===== src/rtl/conv_pkg.sv =====
// Shared constants, state encoding and parity helper for the rate-1/2 K=7
// convolutional frame encoder.
package conv_pkg;

    localparam int CONV_K = 7;
    localparam int SR_W   = CONV_K - 1;
    localparam int CNT_W  = 16;

    localparam logic [CONV_K-1:0] CONV_G0 = 7'o133;
    localparam logic [CONV_K-1:0] CONV_G1 = 7'o171;

    typedef enum logic [1:0] {
        IDLE,
        DATA,
        TAIL
    } conv_state_e;

    function automatic logic parity(input logic [CONV_K-1:0] v);
        return ^v;
    endfunction

endpackage


===== src/rtl/conv_frame_encoder_if.sv =====
// Bit-in / symbol-out handshake bundle of the convolutional frame encoder.
// The master modport is the encoder side.
interface conv_frame_encoder_if;

    logic       din;
    logic       din_valid;
    logic       din_ready;
    logic [1:0] code_out;
    logic       code_valid;
    logic       code_ready;
    logic       sof;
    logic       eof;

    modport master (
        input  din, din_valid, code_ready,
        output din_ready, code_out, code_valid, sof, eof
    );

    modport slave (
        output din, din_valid, code_ready,
        input  din_ready, code_out, code_valid, sof, eof
    );

endinterface


===== src/rtl/conv_encode_core.sv =====
// Six-bit encoder memory plus the two generator parity trees.
// The code symbol is combinational in the current input bit; the caller registers it.
module conv_encode_core
    import conv_pkg::*;
#(
    parameter logic [CONV_K-1:0] G0 = CONV_G0,
    parameter logic [CONV_K-1:0] G1 = CONV_G1
) (
    input  logic       clk,
    input  logic       rst,
    input  logic       clear,
    input  logic       en,
    input  logic       din,
    output logic [1:0] code
);

    // sr_q[SR_W-1] is the most recent bit, so {din, sr_q} lines up with the
    // generator bit order (bit 6 = current input, bit 0 = oldest bit).
    logic [SR_W-1:0]   sr_q;
    logic [SR_W-1:0]   sr_d;
    logic [CONV_K-1:0] u;

    always_comb begin
        u    = {din, sr_q};
        code = {parity(u & G1), parity(u & G0)};
        sr_d = sr_q;
        if (clear) begin
            sr_d = '0;
        end else if (en) begin
            sr_d = {din, sr_q[SR_W-1:1]};
        end
    end

    always_ff @(posedge clk) begin
        if (rst) begin
            sr_q <= '0;
        end else begin
            sr_q <= sr_d;
        end
    end

endmodule


===== src/rtl/conv_frame_encoder.sv =====
// Frame-level K=7 rate-1/2 convolutional encoder: FRAME_LEN data bits followed by
// six zero tail bits, one-entry output register with valid/ready backpressure.
module conv_frame_encoder
    import conv_pkg::*;
#(
    parameter int unsigned       FRAME_LEN = 64,
    parameter logic [CONV_K-1:0] G0        = CONV_G0,
    parameter logic [CONV_K-1:0] G1        = CONV_G1
) (
    input  logic                 clk,
    input  logic                 rst,
    input  logic                 start,
    output logic                 busy,
    conv_frame_encoder_if.master bus
);

    localparam logic [CNT_W-1:0] LAST_DATA = CNT_W'(FRAME_LEN - 1);
    localparam logic [CNT_W-1:0] LAST_TAIL = CNT_W'(SR_W - 1);

    conv_state_e      state_q, state_d;
    logic [CNT_W-1:0] count_q, count_d;
    logic [1:0]       code_q, code_d;
    logic             valid_q, valid_d;
    logic             sof_q, sof_d;
    logic             eof_q, eof_d;

    logic       free;
    logic       accept;
    logic       tail_step;
    logic       enc_en;
    logic       enc_clear;
    logic       enc_din;
    logic [1:0] enc_code;

    conv_encode_core #(
        .G0 (G0),
        .G1 (G1)
    ) u_core (
        .clk   (clk),
        .rst   (rst),
        .clear (enc_clear),
        .en    (enc_en),
        .din   (enc_din),
        .code  (enc_code)
    );

    always_comb begin
        free      = !valid_q || bus.code_ready;
        accept    = (state_q == DATA) && free && bus.din_valid;
        tail_step = (state_q == TAIL) && free;
        enc_en    = accept || tail_step;
        enc_din   = accept && bus.din;
        // A start that lands while the final eof symbol is still pending is dropped.
        enc_clear = (state_q == IDLE) && start && !valid_q;

        state_d = state_q;
        count_d = count_q;
        code_d  = code_q;
        valid_d = valid_q;
        sof_d   = sof_q;
        eof_d   = eof_q;

        if (valid_q && bus.code_ready) begin
            valid_d = 1'b0;
            sof_d   = 1'b0;
            eof_d   = 1'b0;
        end
        if (enc_en) begin
            code_d  = enc_code;
            valid_d = 1'b1;
            sof_d   = accept && (count_q == '0);
            eof_d   = tail_step && (count_q == LAST_TAIL);
        end

        case (state_q)
            IDLE: begin
                if (enc_clear) begin
                    state_d = DATA;
                    count_d = '0;
                end
            end
            DATA: begin
                if (accept) begin
                    if (count_q == LAST_DATA) begin
                        state_d = TAIL;
                        count_d = '0;
                    end else begin
                        count_d = count_q + CNT_W'(1);
                    end
                end
            end
            TAIL: begin
                if (tail_step) begin
                    if (count_q == LAST_TAIL) begin
                        state_d = IDLE;
                        count_d = '0;
                    end else begin
                        count_d = count_q + CNT_W'(1);
                    end
                end
            end
            default: begin
                state_d = IDLE;
                count_d = '0;
            end
        endcase
    end

    always_ff @(posedge clk) begin
        if (rst) begin
            state_q <= IDLE;
            count_q <= '0;
            code_q  <= '0;
            valid_q <= 1'b0;
            sof_q   <= 1'b0;
            eof_q   <= 1'b0;
        end else begin
            state_q <= state_d;
            count_q <= count_d;
            code_q  <= code_d;
            valid_q <= valid_d;
            sof_q   <= sof_d;
            eof_q   <= eof_d;
        end
    end

    assign bus.din_ready  = (state_q == DATA) && free;
    assign bus.code_out   = code_q;
    assign bus.code_valid = valid_q;
    assign bus.sof        = sof_q;
    assign bus.eof        = eof_q;
    assign busy           = (state_q != IDLE) || valid_q;

endmodule


===== src/flat_wrapper.sv =====
// flat-port wrapper written by rule: the top's interface ports become plain ports
module conv_frame_encoder_flat import conv_pkg::*;
#(
    parameter int unsigned       FRAME_LEN = 64,
    parameter logic [CONV_K-1:0] G0        = CONV_G0,
    parameter logic [CONV_K-1:0] G1        = CONV_G1
)
  (clk, rst, start, busy, bus_din, bus_din_valid, bus_code_ready, bus_din_ready, bus_code_out, bus_code_valid, bus_sof, bus_eof);
  conv_frame_encoder_if bus_i ();
  input  logic clk;
  input  logic rst;
  input  logic start;
  output logic busy;
  input wire logic [$bits(bus_i.din)-1:0] bus_din;
  input wire logic [$bits(bus_i.din_valid)-1:0] bus_din_valid;
  input wire logic [$bits(bus_i.code_ready)-1:0] bus_code_ready;
  output wire logic [$bits(bus_i.din_ready)-1:0] bus_din_ready;
  output wire logic [$bits(bus_i.code_out)-1:0] bus_code_out;
  output wire logic [$bits(bus_i.code_valid)-1:0] bus_code_valid;
  output wire logic [$bits(bus_i.sof)-1:0] bus_sof;
  output wire logic [$bits(bus_i.eof)-1:0] bus_eof;
  assign bus_i.din = bus_din;
  assign bus_i.din_valid = bus_din_valid;
  assign bus_i.code_ready = bus_code_ready;
  assign bus_din_ready = bus_i.din_ready;
  assign bus_code_out = bus_i.code_out;
  assign bus_code_valid = bus_i.code_valid;
  assign bus_sof = bus_i.sof;
  assign bus_eof = bus_i.eof;
  conv_frame_encoder #(.FRAME_LEN(FRAME_LEN), .G0(G0), .G1(G1)) u_core (.clk(clk), .rst(rst), .start(start), .busy(busy), .bus(bus_i));
endmodule

===== config.mk =====
export PLATFORM = sky130hd
export DESIGN_NAME = conv_frame_encoder_flat
export DESIGN_NICKNAME = d
export VERILOG_FILES = /design/src/rtl/conv_pkg.sv /design/src/rtl/conv_frame_encoder_if.sv /design/src/rtl/conv_encode_core.sv /design/src/rtl/conv_frame_encoder.sv /design/src/flat_wrapper.sv
export SDC_FILE = /design/constraint.sdc
export NUM_CORES = 1
export LEC_CHECK = 0
export CAP_MARGIN = 20
export CORE_ASPECT_RATIO = 2
export CORE_MARGIN = 4
export CORE_UTILIZATION = 55
export CTS_CLUSTER_SIZE = 14
export DETAILED_ROUTE_END_ITERATION = 8
export DONT_BUFFER_PORTS = 1
export GPL_ROUTABILITY_DRIVEN = 0
export PLACE_DENSITY = 0.74
export SLEW_MARGIN = 5
export SYNTH_ARGS = -nofsm -noshare
export SYNTH_HDL_FRONTEND = slang
export SYNTH_SLANG_ARGS = --single-unit

===== constraint.sdc =====
create_clock -name clk -period 2.58 [get_ports clk]
set_input_delay 0.258 -clock clk [delete_from_list [all_inputs] [get_ports clk]]
set_output_delay 0.258 -clock clk [all_outputs]
set_load 0.01 [all_outputs]

==> flow_summary.yaml, run 1 <==
critical_path:
  regToRegEndpoint: "u_core.count_q[3]$_SDFFE_PP0P_"
  crit_chain: "inv_1, ha_1, nor2b_4, o22a_1, nor2_1, nor2_1, a211o_1"
  timing.rr.start: "u_core.state_q[1]$_SDFFE_PP0P_"
  cp_top_family: "simple AND/OR/NAND/NOR gates"
  worstSetupStartpointType: "register"
  r2r_slack_ns: 0.42
  max_stage_delay_ns: 0.42
  cpMostUsedCell: "nor2_1"
  cp-end-kind: "register"
  r2r_cells: 7
  worst_ep_arrival_time_ns: 2.33
  path_buf_inv: 1
  worstPathMaxFanout: 9
  path_class: "reg -> reg"
  slowest_stage: "nor2_1"
  crit_required_ns: 2.76
logic_synthesis:
  ys_ff_latch: 29
  ys.flop_type: "dfxtp_1"
  synth-xor-area-share_pct: 8.21
  avgSynthCellArea_um2: 9.01
  synth_area_mm2: 0.00172
  synth_top_area_share_pct: 33.7
  synthSimpleGateAreaFrac_pct: 32.6
  synth_area_leaders: "dfxtp_1 34%, ha_1 5.1%, nand2_1 5.0%, a21oi_1 4.1%, xnor2_1 4.1%"
  synth_top_family_by_area: "simple AND/OR/NAND/NOR gates"
  muxShareOfSynthArea_pct: 1.82
  synth_compound_area_share_pct: 13.2
  synth.distinct_cells: 48
  synthArstFlopShare_pct: 0
  syn-instance-count: 191
  synth_edf_count: 0
  yosysWarnings: 0
  yosys.area.top_type: "dfxtp_1"
  synth_nets: 204
  synth_seq_area_share_pct: 33.7
  synth_fa_ha_area_share_pct: 5.09
final_layout:
  multi_input_comb_area_mm2: 0.00105
  ff_latch_area_um2: 581
  diodes: 0
  n_fill_cell: 256
  final_nets: 202
  syn_to_final_growth_pct: 3.12
  design_area_mm2: 0.00178
  stdcell_count: 220
  drive_gt1_share_pct: 16.3
clocking:
  tritoncts: "built"
  postCtsHoldBufs: 0
  cts-root-buf: "clkbuf_8"
  cts_inserted_buffers: 5
  clk_latency_ns: 0.29
  clkSinkCount: 29
  htreeDepth: 2
  cts-resized-gates: 0
  clk_pin_slew_ns: 0.07
  cts_buffer_depth: 2
  cts_setup_buffers: 0
worst_hold_path:
  hp-class: "in -> reg"
  hp-start: "rst"
  whs_endpoint: "u_core.bus.sof$_SDFFE_PP0P_"
  whs_path_depth: 1
place:
  postPlaceCellArea_mm2: 0.00169
  placed_cells: 212
  port_buffers: 0
  dp_hpwl_um: 2730
floorplanning:
  initial_utilization_pct: 57.8
  dieArea_mm2: 0.00414
  io-pin-count: 13
  std_cell_rows: 28
  die_w_um: 47.6
  die_h_um: 87.1
  coreArea_mm2: 0.00298
power:
  power.static_leakage_nw: 0.649
  seq_power_share_pct: 40.0
  cellInternalPower_uw: 783
  switching_power_uw: 467
  pwr-share-comb_pct: 30.5
  power.density_mw_per_mm2: 704
  vdd_ir_drop_max_mv: 0.473
  sw_frac_of_total_pct: 37.4
  clockPowerShare_pct: 29.5
global_routing:
  grt_max_degree: 18
  grt_pass1_vias: 1337
  grt-ovfl-total: 0
  antenna_found_initial: 0
  grt_use_total_pct: 19.4
  grt_pass1_wl_um: 5780
route:
  num_vias: 1376
  first_pass_iters: 4
  routedWlPerCell_um: 16.4
  drt_iter0_drc: 29
  routed_via_density: 6.25
  final_antenna_net_count: 0
  drc: 0
  wl_um: 3600
sta:
  finalSetupTns_ns: 0
  finalSetupViolCount: 0
  fmax_ghz: 0.463
  fin_skew_ns: 0.00539
  finalCritPeriodShare_pct: 83.7
  holdWs_ns: 0.0356
  rsz0062_at_grt: "no"
  max_slew_margin_pct: 63.9
  hold_viol: 0
  tightest_slew_ns: 0.537
  post-route-min-period_ns: 2.16
  maxSlewViolCount: 0
status:
  status: "finished, final reports clean"
run:
  drv_cap: 0
[cell usage in the layout (no fill, tap or decap), drive strengths merged, types with 6 or more instances in the layout]
master | synthesis | final
a21oi | 15 | 15
dfxtp | 29 | 29
ha | 7 | 7
inv | 6 | 6
nand2 | 23 | 23
nand2b | 6 | 6
nand4 | 11 | 11
nor2 | 20 | 20
nor4 | 8 | 8
xnor2 | 8 | 8
[power groups by stage]
stage	clock network (mW)	logic, mW	registers (mW)
floorplan	0	0.344	0.504
global placement	0	0.367	0.510
detailed placement	0	0.377	0.511
CTS	0.376	0.381	0.501
global route	0.398	0.412	0.506
finish	0.369	0.381	0.500
[worst max-delay path by stage]
stage	from	endpoint	slack [ns]	cells after the start
floorplan	u_core.state_q[1]$_SDFFE_PP0P_	u_core.count_q[8]$_SDFFE_PP0P_	0.69	9
global placement	u_core.state_q[1]$_SDFFE_PP0P_	u_core.count_q[3]$_SDFFE_PP0P_	0.55	7
detailed placement	u_core.state_q[1]$_SDFFE_PP0P_	u_core.count_q[3]$_SDFFE_PP0P_	0.48	7
CTS	u_core.state_q[1]$_SDFFE_PP0P_	u_core.count_q[3]$_SDFFE_PP0P_	0.45	7
global route	u_core.state_q[1]$_SDFFE_PP0P_	u_core.count_q[3]$_SDFFE_PP0P_	0.35	7
finish	u_core.state_q[1]$_SDFFE_PP0P_	u_core.count_q[3]$_SDFFE_PP0P_	0.42	7
[cells by family after synthesis]
family	Yosys count
AO/OA/AOI/OAI	32
XOR/XNOR	13
adder cells (fa/ha/maj)	7
buffers and inverters	15
flip-flops	29
multiplexers	3
AND/OR/NAND/NOR	92
[cell type report]
cell class                 instances  share of cell area, %
sequential                        29                   32.7
clock buffer                       5                   3.88
multi-input combinational        147                   59.1
clock inverter                     3                  0.987
tap                               30                   2.11
inverter                           6                   1.27
[registers in the layout, summed over array words and instances (netlist names)]
| register | count |
|---|---|
| u_core.state_q | 2 |
| u_core.bus.sof | 1 |
| u_core.bus.code_out | 2 |
| u_core.bus.eof | 1 |
| u_core.u_core.sr_q | 6 |
| u_core.count_q | 16 |
| u_core.bus.code_valid | 1 |
[cell usage after synthesis, types with 2 or more instances]
cell	count
dfxtp_1	29
nand2_1	23
a21oi_1	14
nor2_1	11
nand4_1	9
nor2_2	9
xnor2_1	8
ha_1	7
inv_1	6
nand2b_1	6
nor4_1	6
nand3_1	5
nor3_1	4
and2_1	3
buf_6	3
clkbuf_1	3
o21ai_0	3
o22ai_1	3
xor2_1	3
and4_1	2
buf_2	2
mux2i_1	2
nand4_2	2
nor4_4	2
or3_1	2
xnor3_1	2
[metal layers]
layer  track usage (%)  vias to the layer above  wire length, um
met5                 0                        -                0
met4              10.8                        0              106
met3              4.14                        9              126
met2              36.2                       28             2010
met1              17.3                      669             1350
li1                  -                      670                -
[per-stage QoR]
stage	power [mW]	utilization, %	setup WS (ns)
after CTS	1.26	59.6	0.454
after detailed placement	0.888	56.7	0.478
after global placement	0.876	56.7	0.548
final	1.25	59.6	0.421
after global routing	1.32	59.6	0.354
after floorplan	0.848	-	0.693
No activity file was read; power rests on OpenSTA's default activity.
==> run 2, diff against run 1 <==
ABC_AREA = 1   (was not set)
clock period = 2.2 ns   (was 2.58 ns; I/O delays follow)
==> run 2 against run 1 <==
Global-route usage grew 1.0 points; routed wire length grew 1.4%; design area grew 4.3%; register-to-register slack gained 0.02 ns; non-clock buffer count grew 3; hold slack gained 0.13 ns; synthesized cell count grew 35%.
==> flow_summary.yaml, run 2 <==
route:
  final_antenna_net_count: 0
  routed_via_density: 5.34
  routedWlPerCell_um: 12.4
  first_pass_iters: 4
  wl_um: 3650
  num_vias: 1574
  drt_iter0_drc: 37
  drc: 0
clocking:
  cts-root-buf: "clkbuf_8"
  cts_inserted_buffers: 5
  htreeDepth: 2
  tritoncts: "built"
  postCtsHoldBufs: 1
  clkSinkCount: 29
  clk_latency_ns: 0.28
  clk_pin_slew_ns: 0.07
  cts-resized-gates: 0
  cts_setup_buffers: 0
  cts_buffer_depth: 2
final_layout:
  diodes: 0
  syn_to_final_growth_pct: 9.55
  largest_reg_flops: 16
  final_nets: 277
  final_cell_mix: "71 x nand2_1, 45 x nor2_1, 36 x inv_1, 29 x dfxtp_1, 12 x nand3_1"
  layout_commonest_cell: "nand2_1"
  design_area_mm2: 0.00185
  top_regs: "u_core.count_q x16, u_core.u_core.sr_q x6"
  regMostFlops: "u_core.count_q"
  drive_gt1_share_pct: 6.79
global_routing:
  grt_pass1_wl_um: 6080
  antenna_found_initial: 0
  use_met1_pct: 17.8
  use_met2_pct: 37.3
  busiest_layer: "met2"
  grt_max_degree: 22
  grt-ovfl-total: 0
  met3_usage_pct: 3.95
  grt_pass1_vias: 1540
  grt_use_total_pct: 20.4
logic_synthesis:
  synth_area_leaders: "dfxtp_1 34%, nand2_1 16%, nor2_1 10%, inv_1 8.0%, ha_1 5.2%"
  ys_ff_latch: 29
  synth_seq_area_share_pct: 34.3
  syn-instance-count: 258
  synth_edf_count: 0
  synth.distinct_cells: 25
  synth_top_area_share_pct: 34.3
  yosys.area.top_type: "dfxtp_1"
  synth_area_mm2: 0.00169
  ys.flop_type: "dfxtp_1"
  synthTopCellsByCount: "71 x nand2_1, 45 x nor2_1, 36 x inv_1"
  yosysMostFrequentCell: "nand2_1"
  avgSynthCellArea_um2: 6.55
  synthArstFlopShare_pct: 0
  synth_nets: 271
  yosysWarnings: 0
sta:
  max_slew_margin_pct: 75.0
  hold_viol: 0
  rsz0062_at_grt: "no"
  tightest_slew_ns: 0.375
  maxSlewViolCount: 0
  post-route-min-period_ns: 1.75
  finalCritPeriodShare_pct: 79.7
  setup_slack_ns: 0.446
  finalSetupViolCount: 0
  fmax_ghz: 0.570
  fin_skew_ns: 0.00401
  finalSetupTns_ns: 0
worst_hold_path:
  hp-class: "in -> reg"
  whs_endpoint: "u_core.u_core.sr_q[5]$_SDFFE_PP0P_"
  hp-start: "bus_din"
  whs_path_depth: 2
floorplanning:
  die_w_um: 47.2
  dieArea_mm2: 0.00408
  io-pin-count: 13
  coreArea_mm2: 0.00294
  std_cell_rows: 28
  initial_utilization_pct: 57.4
  die_h_um: 86.4
place:
  port_buffers: 0
  dp_slack_ns: 0.525
  dp_hpwl_um: 2680
  postPlaceCellArea_mm2: 0.00171
critical_path:
  cp-end-kind: "register"
  regToRegEndpoint: "u_core.count_q[10]$_SDFFE_PP0P_"
  path_class: "reg -> reg"
  worstPathMaxFanout: 21
  r2r_cells: 9
  timing.rr.start: "u_core.bus.code_valid$_SDFFE_PP0P_"
  worstSetupStartpointType: "register"
  r2r_slack_ns: 0.45
  crit_required_ns: 2.41
  worst_ep_arrival_time_ns: 1.97
run:
  drv_cap: 0
power:
  cellInternalPower_mw: 1.29
  switching_power_uw: 804
  clockPowerShare_pct: 31.4
  seq_power_share_pct: 30.2
  power.static_leakage_nw: 0.766
  power.density_mw_per_mm2: 1130
  pwr-share-comb_pct: 38.4
  sw_frac_of_total_pct: 38.5
  vdd_ir_drop_max_mv: 0.980
status:
  status: "finished, final reports clean"
## run 2: stage by stage
step	std cells	hold slack (ns)	power [mW]	util [%]
2_1_floorplan	258	0.289	1.32	-
3_3_place_gp	286	0.290	1.43	58.0
3_5_place_dp	286	0.292	1.44	58.0
4_1_cts	295	0.166	2.12	62.9
5_1_grt	295	0.180	2.25	62.9
6_report	295	0.168	2.09	62.9
## run 2: layout make-up
class / instances / area, um2
tap: 30 / 37.5
clock inverter: 3 / 65.1
clock buffer: 5 / 68.8
timing repair buffer: 3 / 25.0
sequential: 29 / 581
inverter: 36 / 135
fill: 282 / 1090
multi-input combinational: 189 / 940
## run 2: worst max-delay path by stage
stage                                            start                         endpoint  slack [ns]  depth (start not counted)
floorplan               u_core.state_q[0]$_SDFFE_PP0P_   u_core.count_q[2]$_SDFFE_PP0P_        0.67                         10
global placement    u_core.bus.code_valid$_SDFFE_PP0P_  u_core.count_q[10]$_SDFFE_PP0P_        0.53                          9
CTS                 u_core.bus.code_valid$_SDFFE_PP0P_  u_core.count_q[10]$_SDFFE_PP0P_        0.44                          9
finish              u_core.bus.code_valid$_SDFFE_PP0P_  u_core.count_q[10]$_SDFFE_PP0P_        0.45                          9
detailed placement      u_core.state_q[0]$_SDFFE_PP0P_  u_core.count_q[10]$_SDFFE_PP0P_        0.53                          9
global route        u_core.bus.code_valid$_SDFFE_PP0P_  u_core.count_q[12]$_SDFFE_PP0P_        0.25                          9
## run 2: kinds of logic after synthesis
family / share of synthesized area, %
and+or+nand+nor: 38.2
DFF: 34.3
xor gates and xnor gates: 4.66
buffers and inverters: 10.1
AOI/OAI and AO/OA: 7.55
adders and majority gates: 5.18
## run 2: critical path: stages, from the launching register on
cell and delay (ns):
dfxtp_1 0.47, inv_1 0.12, nor2_1 0.20, nand2_1 0.10, nand2_1 0.10, nor2_2 0.04
buf_4 0.20, nand3_2 0.13, nand3_4 0.18, nor2_1 0.14
## run 2: routing by layer
layer	part of all wire, %	vias up
li1	-	811
met1	34	713
met2	58	38
met3	3.7	12
met4	3.6	0
met5	0	-
## run 2: power by group through the flow
stage,registers [mW],clock network [mW],logic (mW)
6_report,0.631,0.658,0.803
5_1_grt,0.641,0.703,0.910
4_1_cts,0.632,0.671,0.813
3_5_place_dp,0.644,0,0.794
3_3_place_gp,0.644,0,0.790
2_1_floorplan,0.634,0,0.686
